--- config.mk ---
export PLATFORM = sky130hd
export DESIGN_NAME = maze_map_memory
export DESIGN_NICKNAME = d
export VERILOG_FILES = /design/src/rtl/maze_pkg.sv /design/src/rtl/maze_map_array.sv /design/src/rtl/maze_map_memory.sv
export SDC_FILE = /design/constraint.sdc
export NUM_CORES = 1
export LEC_CHECK = 0
export ABC_CLOCK_PERIOD_IN_PS = 2500
export BUFFER_PORTS_ARGS = -buffer_cell sky130_fd_sc_hd__buf_2
export CAP_MARGIN = 20
export CELL_PAD_IN_SITES_DETAIL_PLACEMENT = 0
export CELL_PAD_IN_SITES_GLOBAL_PLACEMENT = 1
export CORE_ASPECT_RATIO = 1.5
export CORE_MARGIN = 2
export CORE_UTILIZATION = 40
export CTS_CLUSTER_SIZE = 30
export DETAILED_ROUTE_END_ITERATION = 7
export GPL_TIMING_DRIVEN = 0
export MAX_ROUTING_LAYER = met4
export PLACE_DENSITY = 0.73
export SLEW_MARGIN = 20
export SYNTH_ARGS = -nofsm -noshare
export SYNTH_HDL_FRONTEND = slang
export SYNTH_HIERARCHICAL = 1
export SYNTH_SLANG_ARGS = --single-unit
--- constraint.sdc ---
create_clock -name CLK -period 2.5 [get_ports CLK]
set_clock_uncertainty 0.05 [all_clocks]
set_input_delay 0 -clock CLK [delete_from_list [all_inputs] [get_ports CLK]]
set_output_delay 0 -clock CLK [all_outputs]
set_load 0.01 [all_outputs]
--- src/rtl/maze_pkg.sv ---
// ----------------------------------------------------------------------------
// maze_pkg
//   Shared constants and types for the maze map memory.
//   MAP_DIM  : maze side length in cells (map is MAP_DIM x MAP_DIM bits)
//   COORD_W  : coordinate width, log2(MAP_DIM)
//   map_state_e : controller states (IDLE accepts traffic, CLEAR wipes map)
// ----------------------------------------------------------------------------
package maze_pkg;

  localparam int MAP_DIM = 16;
  localparam int COORD_W = $clog2(MAP_DIM);

  typedef enum logic {
    IDLE  = 1'b0,
    CLEAR = 1'b1
  } map_state_e;

endpackage : maze_pkg

--- src/rtl/maze_map_array.sv ---
// ----------------------------------------------------------------------------
// maze_map_array
//   MAP_DIM x MAP_DIM one-bit register array with async reset.
//   Ports:
//     clk, rst_n              : clock, async active-low reset
//     row_we/row_addr/row_data: full-row write port
//     bit_we/bit_x/bit_y/bit_data : single-cell write port (wins over the
//                               row port for its own cell)
//     rd_en/rd_x/rd_y         : single-cell read request
//     rd_data                 : registered read data, held between reads
//   Cell (x,y) lives at mem_q[y][x].
// ----------------------------------------------------------------------------
module maze_map_array #(
  parameter int MAP_DIM = maze_pkg::MAP_DIM,
  parameter int COORD_W = maze_pkg::COORD_W
) (
  input  logic               clk,
  input  logic               rst_n,
  input  logic               row_we,
  input  logic [COORD_W-1:0] row_addr,
  input  logic [MAP_DIM-1:0] row_data,
  input  logic               bit_we,
  input  logic [COORD_W-1:0] bit_x,
  input  logic [COORD_W-1:0] bit_y,
  input  logic               bit_data,
  input  logic               rd_en,
  input  logic [COORD_W-1:0] rd_x,
  input  logic [COORD_W-1:0] rd_y,
  output logic               rd_data
);

  logic [MAP_DIM-1:0][MAP_DIM-1:0] mem_q, mem_d;
  logic                            rd_data_q, rd_data_d;

  always_comb begin
    mem_d     = mem_q;
    rd_data_d = rd_data_q;
    if (row_we) begin
      mem_d[row_addr] = row_data;
    end
    // Applied after the row write so a same-cycle cell write overrides
    // just that cell of the incoming row.
    if (bit_we) begin
      mem_d[bit_y][bit_x] = bit_data;
    end
    // Reads sample the current contents, so a same-edge write is not seen.
    if (rd_en) begin
      rd_data_d = mem_q[rd_y][rd_x];
    end
  end

  // NOTE: the storage is built from flops, not a RAM macro, so it can be
  // cleared by the async reset; a RAM-inferred array could not be reset.
  always_ff @(posedge clk or negedge rst_n) begin
    if (!rst_n) begin
      mem_q     <= '0;
      rd_data_q <= 1'b0;
    end else begin
      mem_q     <= mem_d;
      rd_data_q <= rd_data_d;
    end
  end

  assign rd_data = rd_data_q;

endmodule : maze_map_array

--- src/rtl/maze_map_memory.sv ---
// ----------------------------------------------------------------------------
// maze_map_memory
//   Maze occupancy map with a mouse bit port, a host row-load port and a
//   full-map clear sequencer.
//   Ports:
//     CLK, RST                : clock, async active-low reset
//     poseX, poseY, RD, WR    : mouse cell address and read/write requests
//     Dout / Din              : mouse write data / registered read data
//     ldValid, ldRow, ldData  : host row offer; ldReady accepts it
//     clrStart                : request a clear (one row per cycle)
//     Ready                   : high while IDLE; mouse accesses honoured
// ----------------------------------------------------------------------------
module maze_map_memory #(
  parameter int MAP_DIM = maze_pkg::MAP_DIM,
  parameter int COORD_W = maze_pkg::COORD_W
) (
  input  logic               CLK,
  input  logic               RST,
  input  logic [COORD_W-1:0] poseX,
  input  logic [COORD_W-1:0] poseY,
  input  logic               RD,
  input  logic               WR,
  input  logic               Dout,
  output logic               Din,
  input  logic               ldValid,
  input  logic [COORD_W-1:0] ldRow,
  input  logic [MAP_DIM-1:0] ldData,
  output logic               ldReady,
  input  logic               clrStart,
  output logic               Ready
);

  import maze_pkg::*;

  localparam logic [COORD_W-1:0] LAST_ROW = COORD_W'(MAP_DIM - 1);

  map_state_e         state_q, state_d;
  logic [COORD_W-1:0] clr_cnt_q, clr_cnt_d;

  logic               is_idle;
  logic               is_clear;
  logic               row_we;
  logic [COORD_W-1:0] row_addr;
  logic [MAP_DIM-1:0] row_data;

  assign is_idle  = (state_q == IDLE);
  assign is_clear = (state_q == CLEAR);
  assign Ready    = is_idle;
  // A pending clear refuses the row so the host retries after the wipe.
  assign ldReady  = is_idle && !clrStart;

  // NOTE: every output of this block gets a default first so no path
  // through the case leaves a variable unassigned (which would infer a latch).
  always_comb begin
    state_d   = state_q;
    clr_cnt_d = clr_cnt_q;
    unique case (state_q)
      IDLE: begin
        if (clrStart) begin
          state_d   = CLEAR;
          clr_cnt_d = '0;
        end
      end
      CLEAR: begin
        clr_cnt_d = clr_cnt_q + 1'b1;
        if (clr_cnt_q == LAST_ROW) begin
          state_d = IDLE;
        end
      end
      default: state_d = IDLE;
    endcase
  end

  // NOTE: sequential state uses non-blocking assignments so every flop
  // samples the pre-edge values regardless of statement order.
  always_ff @(posedge CLK or negedge RST) begin
    if (!RST) begin
      state_q   <= IDLE;
      clr_cnt_q <= '0;
    end else begin
      state_q   <= state_d;
      clr_cnt_q <= clr_cnt_d;
    end
  end

  // The row port is shared: the clear sequencer owns it in CLEAR, the host
  // load owns it in IDLE. The two can never overlap.
  assign row_we   = is_clear || (ldValid && ldReady);
  assign row_addr = is_clear ? clr_cnt_q : ldRow;
  assign row_data = is_clear ? '0 : ldData;

  maze_map_array #(
    .MAP_DIM (MAP_DIM),
    .COORD_W (COORD_W)
  ) u_array (
    .clk      (CLK),
    .rst_n    (RST),
    .row_we   (row_we),
    .row_addr (row_addr),
    .row_data (row_data),
    .bit_we   (is_idle && WR),
    .bit_x    (poseX),
    .bit_y    (poseY),
    .bit_data (Dout),
    .rd_en    (is_idle && RD),
    .rd_x     (poseX),
    .rd_y     (poseY),
    .rd_data  (Din)
  );

endmodule : maze_map_memory

==> impl_metrics.yaml, run 1 <==
outcome:
  violations: "setup timing"
  status: "complete, but fails checks"
worst_setup_path:
  worstSetupPathType: "flip-flop to flip-flop"
  arrival_ps: 2890
  start_kind: "flip-flop"
  cp_max_fo: 10
  worstPathRequired_ps: 2870
  end_kind: "flip-flop"
finish:
  diodes: 0
  layout-drive-gt1-share_pct: 16.4
  instances_no_fill: 2264
  area_growth_pct: 15.9
  finish.utilization_pct: 46.9
  final_nets: 1779
drt:
  dr_total_vias: 14400
  avgViaCountPerCell: 6.37
  drtIter0Drc: 1420
  ant_nets: 0
  wl_per_cell_um: 31.5
  drt_pass1_iterations: 6
  finalWirelength_um: 71400
  route.detailed.drc: 0
timing:
  finalHoldViolations: 0
  final_max_slew_viol_count: 0
  fmax_mhz: 396
  relSlewSlack_pct: 24.5
  setup_slack_ps: -25.1
  finalCriticalPeriod_ps: 2530
  fin_crit_sh_pct: 101
  rsz0062_at_grt: "yes"
  worstMarginPinSlew_ps: 1130
  setup_viol: 4
  timing.hold.ws_ps: 6.87
clocking:
  cts_sinks: 262
  cts.clk_slew.worst_paths_ps: 60
  cts_buffers: 28
  worstSkewPairLatency_ps: 570
  cts_root_buffer: "clkbuf_16"
  htreeDepth: 1
  cts_tree: "done"
  clock_path_buffers: 3
flow_run:
  maxCapViolCount: 0
power:
  comb_power_share_pct: 40.0
  p_seq_share_pct: 38.5
  netSwitchingPower_mw: 7.47
  peakVddDrop_mv: 0.682
  swShare_pct: 37.5
  powerDensity_nw_per_um2: 1080
  p_clk_share_pct: 21.5
  internal_power_mw: 12.4
  p_leak_nw: 7.76
  power_mw: 19.9
placement:
  portBuffers: 36
  dp_cells: 2169
  place_hpwl_um: 49900
  gp_congestion: 0.989
  place_ws_ps: -895
die:
  dieHeight_um: 248
  die_x_um: 167
  io_pins: 38
  core_area_sq_um: 39300
  dieArea_sq_um: 41500
  fp-row-count: 89
  start_util_pct: 40.5
yosys:
  netlist.area_leader.share_pct: 41.2
  seq_area_frac_synth_pct: 41.2
  yosys-top-cells-count: "mux2i_1 (275), dfrtp_1 (262), o21ai_0 (242)"
  yosys_warnings: 6
  synth_cells: 1630
  syn-cell-area_sq_um: 15900
  syn-num-nets: 1666
  synth.most_common_cell: "mux2i_1"
  synthFlopType: "dfrtp_1"
  ys_ff_latch: 262
  synthTopCellsByArea: "dfrtp_1 (41%), mux2i_1 (17%), o21ai_0 (7.6%), mux4_2 (6.4%), o31a_1 (6.0%)"
  synth_edf_count: 0
  synth_top_area_cell: "dfrtp_1"
  avgSynthCellArea_sq_um: 9.77
  synth.distinct_cells: 54
  async_flop_share_pct: 100
min_path:
  hp-class: "input port to asynchronous set/reset pin"
global_route:
  grt_max_degree: 90
  grt_antenna_before_repair: 0
  grt_pass1_wl_um: 101000
  gr-total-overflow: 0
  grt_pass1_vias: 14300
  grtUsageTotal_pct: 35.2
[flip-flops by register name, indices dropped and copies added (netlist names)]
signal,count
u_array/mem_q,256
clr_cnt_q,4
is_clear,1
u_array/rd_data,1
[metal layers]
layer  track usage, %  vias up  share of wire, %
li1                 -     6157                 -
met1             39.1     7138                36
met2             55.9      816                46
met3             5.02      305               7.1
met4             30.2        0                11
met5                -        -                 0
[placed cells by master, fill, tap and decap left out, types with 29 or more instances in the layout]
| master | Yosys | layout |
|---|---|---|
| buf_2 | 20 | 51 |
| buf_4 | 4 | 48 |
| clkbuf_1 | 132 | 93 |
| clkbuf_16 | 0 | 29 |
| dfrtp_1 | 262 | 262 |
| mux2i_1 | 275 | 275 |
| mux4_2 | 45 | 45 |
| nand2_1 | 174 | 167 |
| nor2_1 | 161 | 148 |
| nor2b_1 | 44 | 31 |
| o21ai_0 | 242 | 242 |
| o31a_1 | 109 | 109 |
[what timing repair did]
item                                    CTS  global route
hold endpoints to repair                216             0
gates cloned                              0             0
pin swaps                                 4             4
endpoints found under the setup margin  254           249
buffers inserted                          8            31
hold buffers                             10             0
gates resized for setup                  89            56
[critical path, cell delays in order, from the launching register on]
cell and delay [ps]:
dfrtp_1 380, buf_6 150, buf_2 250, nor2b_4 210
and3_1 170, nand3_1 260, nor4_1 740, a21oi_1 170
[area by class of cell]
class                           count  area, sq um
Multi-Input combinational cell   1197         8840
Tap cell                          500          626
Inverter                            7         28.8
Clock inverter                     10         75.1
Timing Repair Buffer               88          678
Fill cell                        3765        20900
Clock buffer                       41          841
Sequential cell                   262         6560
Buffer                            159          811
[power groups by stage]
stage	logic, mW	clock network [mW]	registers [mW]
2_1_floorplan	5.23	0	7.04
3_3_place_gp	6.96	0	7.58
3_5_place_dp	7.12	0	7.64
4_1_cts	7.40	4.33	7.58
5_1_grt	8.47	4.50	7.78
6_report	7.96	4.29	7.65
[cells by family (layout without fill, tap and decap cells)]
| family | after synthesis | in the layout | share of synthesized area (%) |
|---|---|---|---|
| AO/OA/AOI/OAI | 430 | 430 | 17.3 |
| flip-flops | 262 | 262 | 41.2 |
| multiplexers | 331 | 331 | 25.0 |
| XOR/XNOR | 2 | 2 | 0.110 |
| buffers and inverters | 171 | 305 | 4.64 |
| adder cells (fa/ha/maj) | 1 | 1 | 0.0786 |
| AND/OR/NAND/NOR | 433 | 433 | 11.7 |
[worst paths after layout]
path | cells after the start | slack, ps | end | startpoint
min in group CLK | 4 | 10 | u_array/mem_q[92]$_DFF_PN0_ | ldData[12]
hold / removal | 3 | 7 | u_array/mem_q[179]$_DFF_PN0_ | RST
hold reg to reg | 2 | 520 | u_array/mem_q[211]$_DFF_PN0_ | u_array/mem_q[211]$_DFF_PN0_
setup reg to reg | 7 | -30 | u_array/mem_q[252]$_DFF_PN0_ | is_clear$_DFF_PN0_
setup / recovery | 7 | -30 | u_array/mem_q[252]$_DFF_PN0_ | is_clear$_DFF_PN0_
max in group asynchronous | 3 | 1420 | u_array/mem_q[146]$_DFF_PN0_ | RST
[per-stage QoR]
step | area (sq um) | setup TNS (ps)
after floorplan | 15900 | 0
after detailed placement | 16800 | -101420
after CTS | 18100 | -11370
final | 18500 | -41.6
after global placement | 16700 | -1088260
after global routing | 18500 | -1320
No activity file was read; power rests on OpenSTA's default activity.
==> run 2: changes to the inputs <==
Settings changed: RECOVER_POWER set to 100.
==> run 2 against run 1 <==
Against the previous run: the run ends with capacitance limit, slew limit, setup timing left; non-clock buffer count is the same; register-to-register slack hardly changed; routed wire length hardly changed; combinational power hardly changed; fmax grew 0.35%; first-iteration DRC count is 0.35% lower; sequential power about the same; utilization fell by 0.14 points; cell area down 0.29%; die area unchanged; hold slack improved by 3.4 ps; via count is essentially flat; largest cell class unchanged; highest routed layer unchanged.
==> impl_metrics.yaml, run 2 (same netlist as run 1, synthesis figures left out) <==
drt:
  route.detailed.drc: 0
  drtIter0Drc: 1415
  ant_nets: 0
  avgViaCountPerCell: 6.37
  drt_pass1_iterations: 6
  dr_total_vias: 14400
  wl_per_cell_um: 31.5
  finalWirelength_um: 71300
timing:
  setup_viol: 1
  rsz0062_at_grt: "yes"
  relSlewSlack_pct: -42.8
  fmax_mhz: 397
  finalCriticalPeriod_ps: 2520
  finalHoldViolations: 0
  tns_ps: -16.2
  final_max_slew_viol_count: 90
  setup_slack_ps: -16.2
  worstMarginPinSlew_ps: 2140
  fin_crit_sh_pct: 101
power:
  comb_power_share_pct: 39.9
  netSwitchingPower_mw: 7.46
  internal_power_mw: 12.4
  p_leak_nw: 7.73
  swShare_pct: 37.5
  peakVddDrop_mv: 0.682
  p_clk_share_pct: 21.6
  power_mw: 19.9
  p_seq_share_pct: 38.5
  powerDensity_nw_per_um2: 1080
global_route:
  grtUsageMet3_pct: 5.02
  grt_max_degree: 90
  gr-total-overflow: 0
  grt_pass1_vias: 14300
  use_met2_pct: 55.9
  grt_antenna_before_repair: 0
  grtUsageTotal_pct: 35.2
  use_met1_pct: 39.1
  grt_pass1_wl_um: 101000
  busiest_layer: "met2"
finish:
  multi_input_area_sq_um: 8840
  instances_no_fill: 2264
  diodes: 0
  mostFrequentLayoutCells: "mux2i_1 (275), dfrtp_1 (262), o21ai_0 (242), nand2_1 (167), nor2_1 (148)"
  area_growth_pct: 15.6
  layout-drive-gt1-share_pct: 16.4
  regMostFlops: "u_array/mem_q"
  largest_reg_flops: 256
  nFillCells: 3770
  final_nets: 1779
  design_area_sq_um: 18400
  layout_commonest_cell: "mux2i_1"
  top_regs: "u_array/mem_q x256, clr_cnt_q x4"
  register_area_sq_um: 6560
clocking:
  cts_root_buffer: "clkbuf_16"
  cts_sinks: 262
  cts_tree: "done"
  worstSkewPairLatency_ps: 570
  clock_path_buffers: 3
  cts_buffers: 28
  htreeDepth: 1
  cts.clk_slew.worst_paths_ps: 60
worst_setup_path:
  end_kind: "flip-flop"
  worst-r2r-setup-slack_ps: -20
  arrival_ps: 2890
  start_kind: "flip-flop"
  worstPathRequired_ps: 2870
  worstSetupPathType: "flip-flop to flip-flop"
  cp_max_fo: 10
outcome:
  violations: "capacitance limit, slew limit, setup timing"
  status: "complete, but fails checks"
die:
  core_area_sq_um: 39300
  die_x_um: 167
  dieHeight_um: 248
  start_util_pct: 40.5
  io_pins: 38
  fp-row-count: 89
  dieArea_sq_um: 41500
placement:
  gp_congestion: 0.989
  portBuffers: 36
  place_hpwl_um: 49900
  dp_cells: 2169
  dpl_cell_area_sq_um: 16800
min_path:
  hp-class: "input port to flip-flop"
flow_run:
  maxCapViolCount: 1
## run 2: cell types whose count changed in the layout (fill, tap and decap cells not counted), sizes merged
cell	before	now
buf	116	114
clkbuf	161	163
## run 2: routing by layer
metal  wire, um  vias up
li1           -     6160
met1      25600     7145
met2      33100      809
met3       4990      307
met4       7640        0
met5          0        -
## run 2: timing repair
| item | in CTS | in global routing |
|---|---|---|
| endpoints found under the setup margin | 254 | 249 |
| pin swaps | 4 | 4 |
| hold buffers | 10 | 0 |
| setup buffers | 8 | 31 |
| gates resized for setup | 89 | 56 |
| endpoints found under the hold margin | 216 | 0 |
## run 2: critical path, cell delays in order, from the launching register on
cell and delay [ps]:
dfrtp_1 380, buf_6 150, buf_2 250, nor2b_4 210, and3_1 170, nand3_1 260
nor4_1 720, a21oi_1 170
## run 2: stage by stage
step | worst slack, ps | util (%) | hold WS [ps]
finish | -16.2 | 46.8 | 10.3
global route | -113 | 46.8 | 45.5
CTS | -243 | 46.1 | 29.8
detailed placement | -895 | 42.8 | -216
global placement | -3840 | 42.6 | 192
floorplan | 94.1 | - | -346
## run 2: layout make-up
| cell class | count | area share, % |
|---|---|---|
| Clock inverter | 10 | 0.408 |
| Inverter | 7 | 0.156 |
| Multi-Input combinational cell | 1197 | 48.0 |
| Tap cell | 500 | 3.40 |
| Clock buffer | 41 | 4.57 |
| Sequential cell | 262 | 35.6 |
| Timing Repair Buffer | 88 | 3.39 |
| Buffer | 159 | 4.41 |
## run 2: power by group through the flow
stage | registers, mW | logic (mW) | clock network, mW
finish | 7.65 | 7.94 | 4.29
global route | 7.78 | 8.46 | 4.50
floorplan | 7.04 | 5.23 | 0
detailed placement | 7.64 | 7.12 | 0
global placement | 7.58 | 6.96 | 0
CTS | 7.58 | 7.40 | 4.33
## run 2: path summary, 6_finish.rpt
check,cells after the start,from,end
setup reg to reg,7,is_clear$_DFF_PN0_,u_array/mem_q[252]$_DFF_PN0_
setup / recovery,7,is_clear$_DFF_PN0_,u_array/mem_q[252]$_DFF_PN0_
hold / removal,4,ldData[12],u_array/mem_q[92]$_DFF_PN0_
hold reg to reg,2,u_array/mem_q[146]$_DFF_PN0_,u_array/mem_q[146]$_DFF_PN0_
min in group asynchronous,3,RST,u_array/mem_q[131]$_DFF_PN0_
max in group asynchronous,3,RST,u_array/mem_q[92]$_DFF_PN0_
==> run 3: changes to the inputs <==
Settings changed: CORE_ASPECT_RATIO 1.5 to unset, SETUP_SLACK_MARGIN set to 0.5.
==> run 3 against run 2 <==
Against the previous run: the run ends with capacitance limit, slew limit left; highest routed layer unchanged; sequential power grew 0.5%; fmax grew 3.5%; via count grew 11%; largest cell class unchanged; combinational power grew 39%; total power grew 19%; register-to-register slack gained 80 ps; clock power grew 15%.
==> impl_metrics.yaml, run 3 (same netlist as run 1, synthesis figures left out) <==
die:
  dieHeight_um: 204
  core_area_sq_um: 39500
  dieArea_sq_um: 41400
  io_pins: 38
  fp-row-count: 73
  die_x_um: 204
  start_util_pct: 40.3
worst_setup_path:
  slowest_delay_ps: 390
  end_kind: "flip-flop"
  worstPathRequired_ps: 2910
  cpMostUsedCell: "buf_6"
  cp_max_fo: 6
  cp_cell_sequence: "buf_6, buf_4, mux2_1, buf_12, nand2b_4, buf_6, nor2_4, clkbuf_2, mux2i_1, o21ai_1, o31a_1"
  worstSetupPathType: "flip-flop to flip-flop"
  start_kind: "flip-flop"
  arrival_ps: 2840
  slowest_stage: "mux2_1"
clocking:
  cts_sinks: 262
  clock_path_buffers: 3
  cts_buffers: 31
  htreeDepth: 1
  cts_tree: "done"
  worstSkewPairLatency_ps: 580
  cts.clk_slew.worst_paths_ps: 60
  cts_root_buffer: "clkbuf_16"
drt:
  wl_per_cell_um: 32.4
  finalWirelength_um: 79500
  wl_met2_um: 34000
  dr.max_layer_used: "met4"
  dr_total_vias: 16000
  route.detailed.drc: 0
  ant_nets: 0
  wl_met3_um: 10300
  drt_pass1_iterations: 6
  avgViaCountPerCell: 6.50
  wl_met1_um: 30000
  drtIter0Drc: 2139
finish:
  final_nets: 1944
  top_regs: "u_array/mem_q x256, clr_cnt_q x4"
  finish.utilization_pct: 56.6
  layout_commonest_cell: "mux2i_1"
  layout-drive-gt1-share_pct: 29.1
  mostFrequentLayoutCells: "mux2i_1 (267), dfrtp_1 (262), o21ai_1 (163), nand2_1 (157), o31a_1 (109)"
  regMostFlops: "u_array/mem_q"
  area_growth_pct: 40.6
  largest_reg_flops: 256
power:
  p_leak_nw: 9.36
  peakVddDrop_mv: 0.477
  powerDensity_nw_per_um2: 1050
  power_mw: 23.6
min_path:
  hp-class: "input port to flip-flop"
outcome:
  violations: "capacitance limit, slew limit"
  status: "complete, but fails checks"
timing:
  finalCriticalPeriod_ps: 2430
  setup_viol: 0
  finalHoldViolations: 0
  worstMarginPinSlew_ps: 1510
  final_max_slew_viol_count: 26
  fin_crit_sh_pct: 97.3
  fmax_mhz: 411
  rsz0062_at_grt: "yes"
  setup_slack_ps: 68.7
  relSlewSlack_pct: -0.614
global_route:
  grt_pass1_wl_um: 106000
  grt_antenna_before_repair: 1
  gr-total-overflow: 0
  grt_max_degree: 88
  grtUsageTotal_pct: 37.0
  grt_pass1_vias: 14500
placement:
  place_hpwl_um: 47200
  portBuffers: 36
  place_ws_ps: -646
  gp_congestion: 1.01
flow_run:
  maxCapViolCount: 1
## run 3: cell count changes in the layout (fill, tap and decap cells not counted), sizes merged
cell         change
inv              -2
dlygate4sd3     +11
bufinv           +4
clkinv           -3
clkinvlp         +2
bufbuf           +3
buf            +123
nand2            +1
diode            +3
clkbuf          +27
## run 3: where the power goes
group / internal [mW] / leakage (nW) / switching [mW] / total, mW
combinational: 5.71 / 5.22 / 5.27 / 11.0
clock: 2.98 / 0.530 / 1.95 / 4.93
sequential: 6.28 / 3.61 / 1.42 / 7.69
total: 15.0 / 9.36 / 8.63 / 23.6
## run 3: final timing paths
path,start,end,slack [ps],cells after the start
setup reg to reg,is_clear$_DFF_PN0_,u_array/mem_q[223]$_DFF_PN0_,70,11
max in group asynchronous,RST,u_array/mem_q[159]$_DFF_PN0_,430,5
hold reg to reg,u_array/mem_q[197]$_DFF_PN0_,u_array/mem_q[197]$_DFF_PN0_,510,2
min in group asynchronous,RST,u_array/mem_q[27]$_DFF_PN0_,890,4
hold / removal,ldData[0],u_array/mem_q[192]$_DFF_PN0_,40,5
setup / recovery,is_clear$_DFF_PN0_,u_array/mem_q[223]$_DFF_PN0_,70,11
## run 3: final cells by class
| class | instances | area (sq um) |
|---|---|---|
| flip-flops and latches | 262 | 6560 |
| well taps | 525 | 657 |
| clock buffers | 44 | 895 |
| diodes | 3 | 7.51 |
| clock inverters | 11 | 183 |
| repair buffers | 244 | 2780 |
| inverters | 7 | 32.5 |
| fillers | 3299 | 17200 |
| plain buffers | 164 | 1530 |
| multi-input cells | 1198 | 9750 |
## run 3: layer usage
metal | track usage (%) | vias up
li1 | - | 6517
met1 | 48.8 | 7790
met2 | 53.7 | 1293
met3 | 7.91 | 365
met4 | 19.0 | 0
met5 | - | -
## run 3: critical path, delay by kind of cell, from the launching register on
kind / cells / cell delay [ps]
AO/OA/AOI/OAI: 2 / 220
AND/OR/NAND/NOR: 2 / 210
buffers and inverters: 5 / 850
flip-flops: 1 / 370
multiplexers: 2 / 610
## run 3: timing repair
item	4_1_cts	5_1_grt
hold buffers	22	0
pin swaps	21	83
gates resized for setup	391	363
gates cloned	20	20
endpoints found under the setup margin	257	257
hold endpoints to repair	276	0
buffers inserted	84	60
## run 3: through the flow
stage / hold slack, ps / instances / TNS (ps) / cell area, sq um
CTS: 10.0 / 2375 / 0 / 20800
floorplan: -346 / 1630 / 0 / 16100
finish: 38.8 / 2458 / 0 / 22400
global placement: 179 / 2191 / -1023340 / 16900
detailed placement: -171 / 2194 / -13810 / 17000
global route: 59.8 / 2457 / 0 / 22400
